[config.mk]
export PLATFORM = sky130hd
export DESIGN_NAME = traffic_phase_sequencer_flat
export DESIGN_NICKNAME = d
export VERILOG_FILES = /design/src/rtl/traffic_phase_sequencer_if.sv /design/src/rtl/traffic_phase_sequencer.sv /design/src/flat_wrapper.sv
export SDC_FILE = /design/constraint.sdc
export NUM_CORES = 1
export LEC_CHECK = 0
export CAP_MARGIN = 10
export CELL_PAD_IN_SITES_DETAIL_PLACEMENT = 0
export CELL_PAD_IN_SITES_GLOBAL_PLACEMENT = 1
export CORE_MARGIN = 4
export CORE_UTILIZATION = 30
export DETAILED_ROUTE_END_ITERATION = 8
export PLACE_DENSITY = 0.62
export SLEW_MARGIN = 20
export SYNTH_ARGS = -nofsm -noshare
export SYNTH_HDL_FRONTEND = slang
export SYNTH_SLANG_ARGS = --single-unit
[constraint.sdc]
create_clock -name clk -period 3.2 [get_ports clk]
set_input_delay 0.48 -clock clk [delete_from_list [all_inputs] [get_ports clk]]
set_output_delay 0.48 -clock clk [all_outputs]
set_load 0.005 [all_outputs]
[src/rtl/traffic_phase_sequencer_if.sv]
// rtl/traffic_phase_sequencer_if.sv - request/lamp bundle between the phase sequencer and its board
interface traffic_phase_sequencer_if #(
    parameter int NUM_DIR = 4
);
    localparam int DIR_W = (NUM_DIR > 1) ? $clog2(NUM_DIR) : 1;

    logic [NUM_DIR-1:0]   demand;
    logic                 emerg_req;
    logic [DIR_W-1:0]     emerg_dir;
    logic                 flash_req;
    logic [2*NUM_DIR-1:0] lights;
    logic [DIR_W-1:0]     active_dir;
    logic [2:0]           state_o;
    logic                 sec_tick;
    logic                 emerg_ack;

    // master is the sequencer itself; slave is the board side that raises requests
    modport master (
        input  demand, emerg_req, emerg_dir, flash_req,
        output lights, active_dir, state_o, sec_tick, emerg_ack
    );

    modport slave (
        output demand, emerg_req, emerg_dir, flash_req,
        input  lights, active_dir, state_o, sec_tick, emerg_ack
    );
endinterface

[src/rtl/traffic_phase_sequencer.sv]
// rtl/traffic_phase_sequencer.sv - N-way intersection phase sequencer with demand skip, pre-emption and night flash
module traffic_phase_sequencer #(
    parameter int NUM_DIR   = 4,
    parameter int TICK_DIV  = 50000000,
    parameter int GREEN_S   = 5,
    parameter int YELLOW_S  = 1,
    parameter int ALLRED_S  = 1,
    parameter int STARTUP_S = 2
) (
    input  logic clk,
    input  logic rst,
    traffic_phase_sequencer_if.master bus
);
    localparam int DIR_W  = (NUM_DIR > 1) ? $clog2(NUM_DIR) : 1;
    localparam int DIR_WX = DIR_W + 1;
    localparam int PW     = (TICK_DIV > 1) ? $clog2(TICK_DIV) : 1;

    localparam logic [PW-1:0]    PRE_LAST     = PW'(TICK_DIV - 1);
    localparam logic [15:0]      STARTUP_LAST = 16'(STARTUP_S - 1);
    localparam logic [15:0]      GREEN_LAST   = 16'(GREEN_S - 1);
    localparam logic [15:0]      YELLOW_LAST  = 16'(YELLOW_S - 1);
    localparam logic [15:0]      ALLRED_LAST  = 16'(ALLRED_S - 1);
    localparam logic [DIR_W:0]   DIR_LIMIT    = DIR_WX'(NUM_DIR);
    localparam logic [DIR_W-1:0] LAST_DIR     = DIR_W'(NUM_DIR - 1);

    localparam logic [1:0] L_RED = 2'b00;
    localparam logic [1:0] L_YEL = 2'b01;
    localparam logic [1:0] L_GRN = 2'b10;
    localparam logic [1:0] L_OFF = 2'b11;

    typedef enum logic [2:0] {
        ST_STARTUP = 3'd0,
        ST_GREEN   = 3'd1,
        ST_YELLOW  = 3'd2,
        ST_ALLRED  = 3'd3,
        ST_EMERG   = 3'd4,
        ST_FLASH   = 3'd5
    } state_t;

    state_t               state, state_n;
    logic [PW-1:0]        presc, presc_n;
    logic [15:0]          sec_cnt, sec_n;
    logic [15:0]          dwell_last;
    logic [DIR_W-1:0]     dir, dir_n;
    logic [DIR_W-1:0]     rr_dir, cand;
    logic                 rr_found;
    logic [2*NUM_DIR-1:0] lights_q, lights_n;
    logic [1:0]           code;
    logic                 tick_q, ack_q;
    logic                 tick, expire, emerg_ok;

    // Round-robin pick: first requesting lane after the current owner, else plain rotation
    always_comb begin
        rr_dir   = (dir == LAST_DIR) ? '0 : dir + 1'b1;
        rr_found = 1'b0;
        cand     = '0;
        for (int k = 1; k <= NUM_DIR; k++) begin
            if (!rr_found) begin
                cand = DIR_W'((int'(dir) + k) % NUM_DIR);
                if (bus.demand[cand]) begin
                    rr_dir   = cand;
                    rr_found = 1'b1;
                end
            end
        end
    end

    always_comb begin
        tick     = (presc == PRE_LAST);
        emerg_ok = bus.emerg_req && ({1'b0, bus.emerg_dir} < DIR_LIMIT);

        case (state)
            ST_STARTUP: dwell_last = STARTUP_LAST;
            ST_GREEN:   dwell_last = GREEN_LAST;
            ST_YELLOW:  dwell_last = YELLOW_LAST;
            ST_ALLRED:  dwell_last = ALLRED_LAST;
            default:    dwell_last = '1;
        endcase
        expire = tick && (sec_cnt == dwell_last);

        state_n = state;
        dir_n   = dir;
        case (state)
            ST_STARTUP: if (expire) state_n = ST_ALLRED;
            ST_GREEN: begin
                // Pre-emption for the lane already green skips clearance entirely
                if (emerg_ok && (bus.emerg_dir == dir)) state_n = ST_EMERG;
                else if (emerg_ok || expire)             state_n = ST_YELLOW;
            end
            ST_YELLOW: if (expire) state_n = ST_ALLRED;
            ST_ALLRED: begin
                if (expire) begin
                    if (emerg_ok) begin
                        state_n = ST_EMERG;
                        dir_n   = bus.emerg_dir;
                    end else if (bus.flash_req) begin
                        state_n = ST_FLASH;
                    end else begin
                        state_n = ST_GREEN;
                        dir_n   = rr_dir;
                    end
                end
            end
            ST_EMERG: if (!bus.emerg_req) state_n = ST_YELLOW;
            ST_FLASH: if (tick && (!bus.flash_req || emerg_ok)) state_n = ST_ALLRED;
            default:  state_n = ST_STARTUP;
        endcase

        if (state_n != state) begin
            presc_n = '0;
            sec_n   = '0;
        end else if (tick) begin
            presc_n = '0;
            sec_n   = sec_cnt + 16'd1;
        end else begin
            presc_n = presc + 1'b1;
            sec_n   = sec_cnt;
        end

        // Lamp codes are decoded from the next state so they register alongside it
        lights_n = '0;
        code     = L_RED;
        for (int i = 0; i < NUM_DIR; i++) begin
            case (state_n)
                ST_STARTUP:         code = L_YEL;
                ST_GREEN, ST_EMERG: code = (DIR_W'(i) == dir_n) ? L_GRN : L_RED;
                ST_YELLOW:          code = (DIR_W'(i) == dir_n) ? L_YEL : L_RED;
                ST_FLASH:           code = sec_n[0] ? L_OFF : L_YEL;
                default:            code = L_RED;
            endcase
            lights_n[2*i +: 2] = code;
        end
    end

    always_ff @(posedge clk or negedge rst) begin
        if (!rst) begin
            state    <= ST_STARTUP;
            presc    <= '0;
            sec_cnt  <= '0;
            dir      <= LAST_DIR;
            lights_q <= {NUM_DIR{L_YEL}};
            tick_q   <= 1'b0;
            ack_q    <= 1'b0;
        end else begin
            state    <= state_n;
            presc    <= presc_n;
            sec_cnt  <= sec_n;
            dir      <= dir_n;
            lights_q <= lights_n;
            tick_q   <= (presc_n == PRE_LAST);
            ack_q    <= (state_n == ST_EMERG);
        end
    end

    assign bus.lights     = lights_q;
    assign bus.active_dir = dir;
    assign bus.state_o    = state;
    assign bus.sec_tick   = tick_q;
    assign bus.emerg_ack  = ack_q;
endmodule
[src/flat_wrapper.sv]
// flat-port wrapper written by rule: the top's interface ports become plain ports
module traffic_phase_sequencer_flat 
#(
    parameter int NUM_DIR   = 4,
    parameter int TICK_DIV  = 50000000,
    parameter int GREEN_S   = 5,
    parameter int YELLOW_S  = 1,
    parameter int ALLRED_S  = 1,
    parameter int STARTUP_S = 2
)
  (clk, rst, bus_demand, bus_emerg_req, bus_emerg_dir, bus_flash_req, bus_lights, bus_active_dir, bus_state_o, bus_sec_tick, bus_emerg_ack);
  traffic_phase_sequencer_if #(.NUM_DIR(NUM_DIR)) bus_i ();
  input  logic clk;
  input  logic rst;
  input wire logic [$bits(bus_i.demand)-1:0] bus_demand;
  input wire logic [$bits(bus_i.emerg_req)-1:0] bus_emerg_req;
  input wire logic [$bits(bus_i.emerg_dir)-1:0] bus_emerg_dir;
  input wire logic [$bits(bus_i.flash_req)-1:0] bus_flash_req;
  output wire logic [$bits(bus_i.lights)-1:0] bus_lights;
  output wire logic [$bits(bus_i.active_dir)-1:0] bus_active_dir;
  output wire logic [$bits(bus_i.state_o)-1:0] bus_state_o;
  output wire logic [$bits(bus_i.sec_tick)-1:0] bus_sec_tick;
  output wire logic [$bits(bus_i.emerg_ack)-1:0] bus_emerg_ack;
  assign bus_i.demand = bus_demand;
  assign bus_i.emerg_req = bus_emerg_req;
  assign bus_i.emerg_dir = bus_emerg_dir;
  assign bus_i.flash_req = bus_flash_req;
  assign bus_lights = bus_i.lights;
  assign bus_active_dir = bus_i.active_dir;
  assign bus_state_o = bus_i.state_o;
  assign bus_sec_tick = bus_i.sec_tick;
  assign bus_emerg_ack = bus_i.emerg_ack;
  traffic_phase_sequencer #(.NUM_DIR(NUM_DIR), .TICK_DIV(TICK_DIV), .GREEN_S(GREEN_S), .YELLOW_S(YELLOW_S), .ALLRED_S(ALLRED_S), .STARTUP_S(STARTUP_S)) u_core (.clk(clk), .rst(rst), .bus(bus_i));
endmodule
---- Yosys cells after proc, flatten, opt, wreduce, memory -nomap -nowiden ----
Index checks and enable logic that the tools add are counted.
storage, ports and cells
  bits of input ports ..................... 10
  word-level logic and storage cells ...... 102
  bits in registers ....................... 57
  output and inout bits ................... 15
operators by class
  magnitude comparators ................... 4
  mux-type cells .......................... 52
  reductions and logical operators ........ 13
  equal/unequal tests ..................... 18
  add/sub/neg operators ................... 7
operators by type and width
  kind                     count
  $eq A26 B26 Y1 const B   2
  $mux W26                 2
  $pmux W16 S3             1
  $mux W2                  17
  $mux W16                 2
  $pmux W2 S4              4
  $add A26 B1 Y26 const B  1
  $mux W3                  8
  $add A16 B1 Y16 const B  1
  $eq A16 B16 Y1           1
  $pmux W3 S5              1
  $mux W1                  13
  $eq A3 B3 Y1 const B     4
  $lt A2 B3 Y1 const B     4
  $eq A3 B2 Y1 const B     3
  $bmux W1 S2              4
  $add A2 B1 Y2 const B    3
  $eq A3 B1 Y1 const B     2
  $logic_not A3 Y1         2
  $reduce_or A2 Y1         3
  $add A2 B2 Y2 const B    2
  $eq A2 B2 Y1 const A     2
  $logic_and A1 B1 Y1      3
  $ne A3 B3 Y1             1
  7 further kinds          8

---- Logic depth before layout (Yosys ltp) ----
Gate-level depths: netlist of the first run.
  depth in word-level cells ............... 17
  mapped depth ............................ 11
  depth with buffers taken out ............ 9

---- Worst setup path before layout of the first run ----
Ideal clock, no wire load.
  path type ............................... register to register
  from .................................... register u_core.state[2], in the netlist u_core.bus.state_o[2]
  to ...................................... register u_core.presc[20]
  arrival ................................. 2.348 ns
  slack ................................... 0.729 ns
  data required time ...................... 3.078 ns
  stages on the path, launching flop included .. 11
  path buffers ............................ 3
  setup time .............................. 0.122 ns
  period minus slack after synthesis ...... 2.471 ns
  cells stage by stage .................... dfrtp_1 > or4_1 > o22ai_2 > o211ai_1 > or3b_1 > buf_6 > a21boi_4 > or2_1 > buf_4 > buf_4 > nor2_1
on the way
  longest elaborated chain between the ends .. 11
  elaborated cells between the ends (all ways) .. 21
  those cells by class .................... 7 x eq/ne; 9 x mux; 5 x reduce/logical
RTL lines
  element                     line                                                          text
  start, declared             traffic_phase_sequencer.sv:40                                 state_t state, state_n;
  start signal, assigned      traffic_phase_sequencer.sv:145                                state <= state_n;
  $eq A3 B2 Y1                traffic_phase_sequencer.sv:72, traffic_phase_sequencer.sv:83
  $reduce_or A2 Y1 (no line)  n/a
  $pmux W16 S3                traffic_phase_sequencer.sv:72                                 case (state)
  $eq A16 B16 Y1              traffic_phase_sequencer.sv:79                                 expire = tick && (sec_cnt == dwell_last);
  $logic_and A1 B1 Y1         traffic_phase_sequencer.sv:79
  $logic_or A1 B1 Y1          traffic_phase_sequencer.sv:88                                 else if (emerg_ok || expire) state_n = ST_YELLOW;
  $mux W3                     traffic_phase_sequencer.sv:88
  $mux W3                     traffic_phase_sequencer.sv:87                                 if (emerg_ok && (bus.emerg_dir == dir)) state_n = ST_EMERG;
  $pmux W3 S5                 traffic_phase_sequencer.sv:83                                 case (state)
  $ne A3 B3 Y1 *              traffic_phase_sequencer.sv:109                                if (state_n != state) begin
  $mux W26 *                  traffic_phase_sequencer.sv:109
  via u_core.presc_n[20]      traffic_phase_sequencer.sv:41                                 logic [PW-1:0] presc, presc_n;
  end signal, assigned        traffic_phase_sequencer.sv:146                                presc <= presc_n;
  end, declared               traffic_phase_sequencer.sv:41
The timed path passes the listed nets; every way through them passes the cells marked *.
A chain may end at the register's enable or synchronous reset.

---- Worst setup path after layout of the first run ----
  from .................................... register u_core.presc[11]
  to ...................................... register u_core.presc[20]
on the way
  longest elaborated chain between the ends .. 8
  elaborated cells between the ends (all ways) .. 14
  those cells by class .................... 1 x add/sub; 2 x eq/ne; 8 x mux; 3 x reduce/logical
RTL lines
  element                 line                            text
  $eq A26 B26 Y1          traffic_phase_sequencer.sv:69   tick = (presc == PRE_LAST);
  $logic_and A1 B1 Y1     traffic_phase_sequencer.sv:79
  $logic_or A1 B1 Y1      traffic_phase_sequencer.sv:88
  $mux W3                 traffic_phase_sequencer.sv:88
  $mux W3                 traffic_phase_sequencer.sv:87
  $pmux W3 S5             traffic_phase_sequencer.sv:83
  $ne A3 B3 Y1            traffic_phase_sequencer.sv:109
  $mux W26 *              traffic_phase_sequencer.sv:109
  via u_core.presc_n[20]  traffic_phase_sequencer.sv:41
Marked as above.

==> results of run 1 <==
cell usage in the layout (no fill, tap or decap), drive strengths merged, types with 3 or more instances in the layout:
master / n
a21oi: 11
a31oi: 6
and2: 3
and3: 9
and4: 6
buf: 11
clkbuf: 12
clkdlybuf4s50: 23
dfrtp: 51
dfstp: 6
ha: 3
inv: 15
mux2i: 3
nand2: 28
nand2b: 6
nand3: 17
nand4: 16
nor2: 50
nor3: 10
nor3b: 5
nor4: 7
o211ai: 4
o21ai: 17
o22ai: 3
o31ai: 5
or2: 3
or3: 7
or4: 3
xnor2: 15
xor2: 25
critical path: stages (launching register included):
cell and delay [ns]:
dfrtp_1 0.43, nor3b_1 0.42, nand4_2 0.20, nor3_4 0.27
or3b_1 0.57, a21boi_4 0.35, or2_1 0.15, buf_4 0.22
nor2_1 0.08
state kept, by name, indices dropped and copies added (netlist names):
signal / count
u_core.presc: 26
u_core.sec_cnt: 16
u_core.bus.lights: 8
u_core.bus.state_o: 3
u_core.bus.active_dir: 2
u_core.bus.emerg_ack: 1
u_core.bus.sec_tick: 1
metal layers:
metal | GRT usage | vias to the layer above | wire (um)
met3 | 0.0358 | 5 | 268
li1 | - | 1431 | -
met5 | 0 | - | 0
met1 | 0.180 | 1379 | 4090
met2 | 0.201 | 38 | 4010
met4 | 0.0367 | 0 | 62
cell type report:
| type | count | area, sq um |
|---|---|---|
| clock inverter | 4 | 76.3 |
| sequential | 57 | 1430 |
| clock buffer | 12 | 256 |
| inverter | 15 | 56.3 |
| timing repair buffer | 34 | 310 |
| multi-input combinational | 293 | 1970 |
| tap | 143 | 179 |
| fill | 1168 | 7240 |
worst paths after layout:
check | slack (ns) | endpoint | cells after the start
min in group clk | 0.47 | u_core.presc[0] | 1
max | 0.37 | u_core.presc[20] | 8
min reg2reg | 0.47 | u_core.presc[0] | 1
min | 0.21 | u_core.sec_cnt[14] | 1
max in group asynchronous | 2.30 | u_core.presc[21] | 2
max reg2reg | 0.37 | u_core.presc[20] | 8
logic make-up (layout without fill, tap and decap cells):
family / count (synthesis) / count (layout) / share of synthesized area
and+or+nand+nor: 182 / 182 / 0.297
xor gates and xnor gates: 40 / 40 / 0.0988
buffers and inverters: 30 / 65 / 0.0413
adders and majority gates: 3 / 3 / 0.0106
muxes: 4 / 4 / 0.0116
DFF: 57 / 57 / 0.404
AOI/OAI and AO/OA: 64 / 64 / 0.137
through the flow:
| stage | worst slack, ns | cell area [sq um] | utilization | hold slack, ns | instances |
|---|---|---|---|---|---|
| after floorplan | 0.729 | 3550 | - | 0.184 | 380 |
| after global placement | 0.389 | 3950 | 0.343 | 0.458 | 542 |
| after detailed placement | 0.367 | 3950 | 0.343 | 0.470 | 542 |
| after CTS | 0.348 | 4280 | 0.372 | 0.232 | 558 |
| after global routing | 0.218 | 4280 | 0.372 | 0.268 | 558 |
| final | 0.368 | 4280 | 0.372 | 0.209 | 558 |
power groups by stage:
| stage | registers, mW | clock network, mW | logic, mW |
|---|---|---|---|
| 2_1_floorplan | 0.831 | 0 | 0.141 |
| 3_3_place_gp | 0.847 | 0 | 0.211 |
| 3_5_place_dp | 0.849 | 0 | 0.210 |
| 4_1_cts | 0.837 | 1.10 | 0.212 |
| 5_1_grt | 0.848 | 1.14 | 0.237 |
| 6_report | 0.837 | 1.07 | 0.208 |
==> impl_metrics.csv, run 1 <==
group,metric,value,unit
drt,wl,8.43,mm
layout,areaGrowthSynthToFinish,20.6,%
cts,clk_pin_slew,0.06,ns
pwr,internal-power,1.59,mW
worst_setup_path,critPathKind,"flip-flop to flip-flop",
global_route,grt_pass1_vias,2696,
global_route,grt_pass1_wl,14.0,mm
global_route,grt_usage,0.130,
pwr,p_sw,0.523,mW
pwr,peakVddDrop,0.236,mV
sta,fmax,353,MHz
cts,clockBufferDepth,2,
sta,hold_violations,0,
yosys,synth_common_cells,"dfrtp_1 (51), nor2_1 (50), nand2_1 (27)",
worst_setup_path,cp-startpoint,"u_core.presc[11]",
layout,finalNetCount,423,
yosys,synth.avg_cell_area,9.33,sq um
cts,cts_buffers,9,
yosys,ys_ff_latch,57,
worst_setup_path,crit_fanout,16,
floorplan,core.rowCount,39,
yosys,synth_cells,380,
sta,setup-tns-final,0,ns
drt,drt_iter0_markers,154,
drt,viasPerCell,5.11,
sta,worst_pin_slew,0.711,ns
pwr,p_per_area,495,mW/mm^2
floorplan,core_area,0.0115,sq mm
yosys,yosysTopAreaCellShare,0.360,
cts,cts_hold_buf,0,
cts,h-tree-depth,3,
worst_setup_path,worstSetupEndpointType,"flip-flop",
cts,cts_tree,"built",
sta,finalCritPeriodShare,0.885,
worst_setup_path,start_kind,"flip-flop",
cts,root_buffer,"clkbuf_16",
sta,setup_violations,0,
yosys,netlist_area,0.00355,sq mm
yosys,post-synth-top-count-cell,"dfrtp_1",
yosys,synth.area.top_cells,"dfrtp_1 (36%), xor2_1 (6.2%), nor2_1 (5.3%)",
yosys,synth_cell_types,75,
placed_design,gp_congestion,0.782,
yosys,synth_top_flop_cell,"dfrtp_1",
yosys,async_flop_share,1.00,
sta,slew_headroom,0.526,
yosys,synth-seq-area-share,0.404,
pwr,swShare,0.247,
pwr,finalPower,2.12,mW
floorplan,die_h,117,um
pwr,p_leak,1.87,nW
placed_design,io_buffers,24,
global_route,grt_overflow,0,
sta,skew,0.0138,ns
pwr,p_comb_frac,0.098,
layout,diodes,0,
floorplan,fp.dieW,117,um
layout,drive_gt1_frac,0.142,
yosys,yosysTopAreaCell,"dfrtp_1",
hold_path,hold_class,"primary input to async pin",
floorplan,initial_utilization,0.308,
yosys,synth_enable_flop_cells,0,
drt,drt_pass1_iterations,4,
global_route,grt_antenna_before_repair,0,
drt,postRouteAntennaNets,0,
cts,cts_sinks,57,
yosys,synthesis.nets,393,
cts,post_cts_buffers,0,
cts,clkLatencyLatePin,0.33,ns
drt,wl_per_cell,15.1,um
floorplan,die_area,0.0136,sq mm
worst_setup_path,r2r-start,"u_core.presc[11]",
drt,vias,2853,
sta,grt_setup_unrepaired,"no",
sta,fin_crit,2.83,ns
sta,slew_viol_final,0,
status,outcome,"finished clean",
yosys,yosysWarnings,0,
drt,drc,0,
job,maxCapViolations,0,
cts,cts_resized,0,
worst_setup_path,arrival,3.03,ns
pwr,p_seq_frac,0.395,
worst_setup_path,required,3.40,ns
floorplan,io_pins,25,
pwr,clkPwrFrac,0.506,
placed_design,dp_hpwl,6.04,mm
global_route,grt_max_degree,33,
(Power assumes the default switching activity.)
==> run 2: changes to the inputs <==
--- a/config.mk
+++ b/config.mk
@@ -9,9 +9,9 @@
 export CELL_PAD_IN_SITES_DETAIL_PLACEMENT = 0
 export CELL_PAD_IN_SITES_GLOBAL_PLACEMENT = 1
 export CORE_MARGIN = 4
-export CORE_UTILIZATION = 30
+export CORE_UTILIZATION = 46
 export DETAILED_ROUTE_END_ITERATION = 8
-export PLACE_DENSITY = 0.62
+export PLACE_DENSITY = 0.86
 export SLEW_MARGIN = 20
 export SYNTH_ARGS = -nofsm -noshare
 export SYNTH_HDL_FRONTEND = slang
==> impl_metrics.csv, run 2 (synthesized netlist as in run 1, its figures left out) <==
group,metric,value,unit
status,outcome,"finished clean",
floorplan,initial_utilization,0.481,
sta,hold_slack,0.0216,ns
global_route,grt_pass1_wl,13.1,mm
cts,h-tree-depth,3,
pwr,finalPower,1.75,mW
sta,hold_violations,0,
sta,slew_viol_final,0,
placed_design,io_buffers,24,
cts,post_cts_buffers,0,
drt,wl,7.71,mm
layout,finalNetCount,420,
pwr,p_leak,1.80,nW
worst_setup_path,path_buf_inv,1,
placed_design,dp_hpwl,5.63,mm
worst_setup_path,crit_fanout,6,
worst_setup_path,start_kind,"flip-flop",
drt,viasPerCell,5.69,
cts,cts_tree,"built",
layout,final_cell_area,0.00408,sq mm
placed_design,place_area,0.00387,sq mm
hold_path,hold_class,"primary input to async pin",
floorplan,die_h,95.8,um
global_route,grt_antenna_before_repair,0,
drt,drt_iter0_markers,111,
sta,slew_headroom,0.625,
layout,fillers,659,
pwr,p_per_area,429,mW/mm^2
worst_setup_path,max_stage_delay,0.57,ns
drt,vias,2908,
cts,cts_hold_buf,0,
worst_setup_path,required,3.43,ns
sta,setup-tns-final,0,ns
cts,clkLatencyLatePin,0.34,ns
sta,grt_setup_unrepaired,"no",
drt,drt_pass1_iterations,4,
sta,worst_pin_slew,0.562,ns
drt,postRouteAntennaNets,0,
sta,finalCritPeriodShare,0.895,
worst_setup_path,path_cells,"nor3b_1 > nand4_2 > nor3_4 > or3b_1 > o31ai_4 > inv_2 > o31ai_1",
worst_setup_path,crit-reg2reg-capture,"u_core.bus.lights[5]",
layout,largest_reg_flops,26,
global_route,grt_pass1_vias,2787,
global_route,grt_usage,0.182,
cts,cts_sinks,57,
cts,root_buffer,"clkbuf_8",
cts,clk_pin_slew,0.08,ns
job,maxCapViolations,0,
worst_setup_path,arrival,3.09,ns
worst_setup_path,reg2regPathDepth,7,
cts,cts_resized,0,
sta,skew,0.0188,ns
layout,diodes,0,
layout,mostFrequentLayoutCells,"dfrtp_1 (51), nor2_1 (50), nand2_1 (27)",
drt,wl_per_cell,15.1,um
worst_setup_path,worstSetupEndpointType,"flip-flop",
worst_setup_path,critPathKind,"flip-flop to flip-flop",
layout,layout_commonest_cell,"dfrtp_1",
layout,regMostFlops,"u_core.presc",
sta,fmax,349,MHz
drt,drc,0,
floorplan,die_area,0.00918,sq mm
floorplan,fp.dieW,95.8,um
pwr,peakVddDrop,0.315,mV
worst_setup_path,slowest_stage,"or3b_1",
sta,fin_crit,2.87,ns
worst_setup_path,rrSetupSlack,0.33,ns
global_route,grt_max_degree,46,
placed_design,gp_congestion,0.774,
floorplan,io_pins,25,
worst_setup_path,crit_cells,7,
sta,setup_violations,0,
floorplan,core.rowCount,31,
floorplan,core_area,0.00737,sq mm
worst_setup_path,r2r-start,"u_core.presc[11]",
layout,drive_gt1_frac,0.138,
global_route,grt_overflow,0,
cts,clockBufferDepth,2,
worst_setup_path,crit_family,"simple AND/OR/NAND/NOR gates",
layout,areaGrowthSynthToFinish,15.1,%
cts,cts_buffers,9,
layout,utilization,0.554,
-- run 2: metal layers --
layer,GRT usage,up-vias,routed length (um)
met3,0.0485,19,375
met1,0.229,1402,3460
met4,0.0581,0,141
li1,-,1422,-
met5,0,-,0
met2,0.304,65,3740
-- run 2: through the flow --
step,setup WS (ns),std cells
after detailed placement,0.377,495
final,0.335,511
after CTS,0.348,511
after global placement,0.394,495
after global routing,0.0731,511
after floorplan,0.729,380
-- run 2: where the power goes --
part	switching (mW)	internal [mW]	total, mW
registers	0.0621	0.773	0.835
clock network	0.287	0.422	0.709
logic	0.113	0.0947	0.207
-- run 2: cell type report --
| type | count | area (sq um) | share of cell area |
|---|---|---|---|
| flip-flops and latches | 57 | 1430 | 0.351 |
| clock inverters | 4 | 50.0 | 0.0123 |
| clock buffers | 12 | 165 | 0.0404 |
| repair buffers | 31 | 288 | 0.0705 |
| inverters | 15 | 56.3 | 0.0138 |
| well taps | 99 | 124 | 0.0303 |
| multi-input cells | 293 | 1970 | 0.482 |
-- run 2: worst max-delay path by stage --
stage,startpoint,to
6_report,u_core.presc[11],u_core.bus.lights[5]
3_3_place_gp,bus_demand[0],u_core.bus.lights[7]
5_1_grt,u_core.presc[0],u_core.bus.lights[0]
3_5_place_dp,u_core.presc[0],u_core.bus.lights[0]
2_1_floorplan,u_core.bus.state_o[2],u_core.presc[20]
4_1_cts,u_core.presc[0],u_core.bus.lights[0]
==> run 3: changes to the inputs <==
--- a/config.mk
+++ b/config.mk
@@ -9,9 +9,10 @@
 export CELL_PAD_IN_SITES_DETAIL_PLACEMENT = 0
 export CELL_PAD_IN_SITES_GLOBAL_PLACEMENT = 1
 export CORE_MARGIN = 4
-export CORE_UTILIZATION = 46
+export CORE_UTILIZATION = 49
 export DETAILED_ROUTE_END_ITERATION = 8
-export PLACE_DENSITY = 0.86
+export DONT_BUFFER_PORTS = 1
+export PLACE_DENSITY = 0.85
 export SLEW_MARGIN = 20
 export SYNTH_ARGS = -nofsm -noshare
 export SYNTH_HDL_FRONTEND = slang
==> impl_metrics.csv, run 3 (synthesized netlist as in run 1, its figures left out) <==
group,metric,value,unit
drt,route.met2.wl,3.83,mm
sta,slew_headroom,0.639,
worst_setup_path,critPathKind,"flip-flop to flip-flop",
worst_setup_path,start_kind,"flip-flop",
floorplan,initial_utilization,0.514,
worst_setup_path,max_stage_delay,0.56,ns
cts,cts_sinks,57,
sta,hold_violations,0,
drt,vias,2793,
layout,final_cell_count_no_fill,486,
sta,hold_slack,0.479,ns
floorplan,die_h,93.1,um
global_route,grt_max_degree,58,
drt,drt_iter0_markers,149,
floorplan,core_area,0.00691,sq mm
hold_path,hold_class,"flip-flop to flip-flop",
global_route,grt_usage,0.189,
cts,cts_tree,"built",
placed_design,gp_congestion,0.813,
drt,drt_pass1_iterations,4,
worst_setup_path,path_cells,"nor3b_1 > nand4_2 > nor3_4 > or3b_1 > a2111oi_2 > a221oi_2 > a31oi_1 > o21ai_0",
layout,areaGrowthSynthToFinish,8.89,%
drt,routed.top_layer,"met4",
job,maxCapViolations,0,
sta,fin_crit,2.77,ns
sta,finalCritPeriodShare,0.867,
drt,wl,7.64,mm
pwr,peakVddDrop,0.333,mV
layout,drive_gt1_frac,0.144,
drt,drc,0,
sta,skew,0.00971,ns
cts,clkLatencyLatePin,0.34,ns
sta,grt_setup_unrepaired,"no",
worst_setup_path,reg2regPathDepth,8,
layout,mostFrequentLayoutCells,"dfrtp_1 (51), nor2_1 (50), nand2_1 (27)",
global_route,grt_antenna_before_repair,0,
cts,root_buffer,"clkbuf_8",
floorplan,io_pins,25,
worst_setup_path,crit_cells,8,
layout,utilization,0.559,
placed_design,dp_hpwl,5.49,mm
worst_setup_path,required,3.46,ns
layout,layout_commonest_cell,"dfrtp_1",
status,outcome,"finished clean",
sta,worst_pin_slew,0.534,ns
sta,slew_viol_final,0,
cts,cts_buffers,9,
global_route,grt_overflow,0,
layout,finalNetCount,398,
pwr,p_leak,1.72,nW
placed_design,place_area,0.00363,sq mm
placed_design,io_buffers,0,
layout,final_cell_area,0.00386,sq mm
hold_path,hold_depth,1,
cts,clockBufferDepth,2,
drt,postRouteAntennaNets,0,
floorplan,die_area,0.00866,sq mm
layout,diodes,0,
sta,setup_violations,0,
pwr,p_per_area,438,mW/mm^2
sta,fmax,361,MHz
worst_setup_path,crit_fanout,6,
floorplan,core.rowCount,30,
global_route,grt_pass1_vias,2793,
worst_setup_path,slowest_stage,"or3b_1",
drt,wl_met3,362,um
layout,regMostFlops,"u_core.presc",
worst_setup_path,crit_family,"simple AND/OR/NAND/NOR gates",
drt,viasPerCell,5.75,
cts,clk_pin_slew,0.07,ns
drt,wl_per_cell,15.7,um
cts,cts_resized,0,
placed_design,place_inst,468,
worst_setup_path,worstSetupEndpointType,"flip-flop",
layout,largest_reg_flops,26,
cts,h-tree-depth,3,
worst_setup_path,arrival,3.03,ns
floorplan,fp.dieW,93.1,um
drt,drt-met1-wl,3.40,mm
cts,post_cts_buffers,0,
global_route,grt_pass1_wl,13.1,mm
sta,setup-tns-final,0,ns
worst_setup_path,path_buf_inv,0,
cts,cts_hold_buf,2,
[run 3: cell type report]
type | count | area (sq um)
fillers | 650 | 3040
multi-input cells | 293 | 1970
flip-flops and latches | 57 | 1430
clock buffers | 10 | 128
well taps | 96 | 120
repair buffers | 9 | 90.1
clock inverters | 6 | 67.6
inverters | 15 | 56.3
[run 3: routing by layer]
layer  global-route usage  up-vias
met1                0.234     1370
li1                     -     1370
met4               0.0525        0
met5                    0        -
met3               0.0547        4
met2                0.320       49
[run 3: path summary, 6_finish.rpt]
check,from,end,slack [ns]
setup / recovery,u_core.presc[11],u_core.bus.lights[0],0.43
hold / removal,u_core.presc[0],u_core.presc[0],0.48
setup reg to reg,u_core.presc[11],u_core.bus.lights[0],0.43
hold reg to reg,u_core.presc[0],u_core.presc[0],0.48
max in group asynchronous,rst,u_core.bus.lights[4],2.22
min in group asynchronous,rst,u_core.sec_cnt[2],0.69
[run 3: worst reg2reg max path, stage by stage (launching register included)]
cell and delay (ns):
dfrtp_1 0.44, nor3b_1 0.44, nand4_2 0.20, nor3_4 0.26
or3b_1 0.56, a2111oi_2 0.40, a221oi_2 0.13, a31oi_1 0.17
o21ai_0 0.10
[run 3: metrics by stage]
step	worst slack (ns)	power, mW
6_report	0.427	1.69
5_1_grt	0.154	1.78
4_1_cts	0.415	1.71
3_5_place_dp	0.425	1.01
3_3_place_gp	0.542	1.00
2_1_floorplan	0.729	0.972
[run 3: report_power, final]
part           leakage [nW]  internal (mW)  switching (mW)  total (mW)
combinational         0.861         0.0772          0.0999       0.177
sequential            0.763          0.773          0.0695       0.842
clock                0.0929          0.362           0.311       0.673
total                  1.72           1.21           0.480        1.69
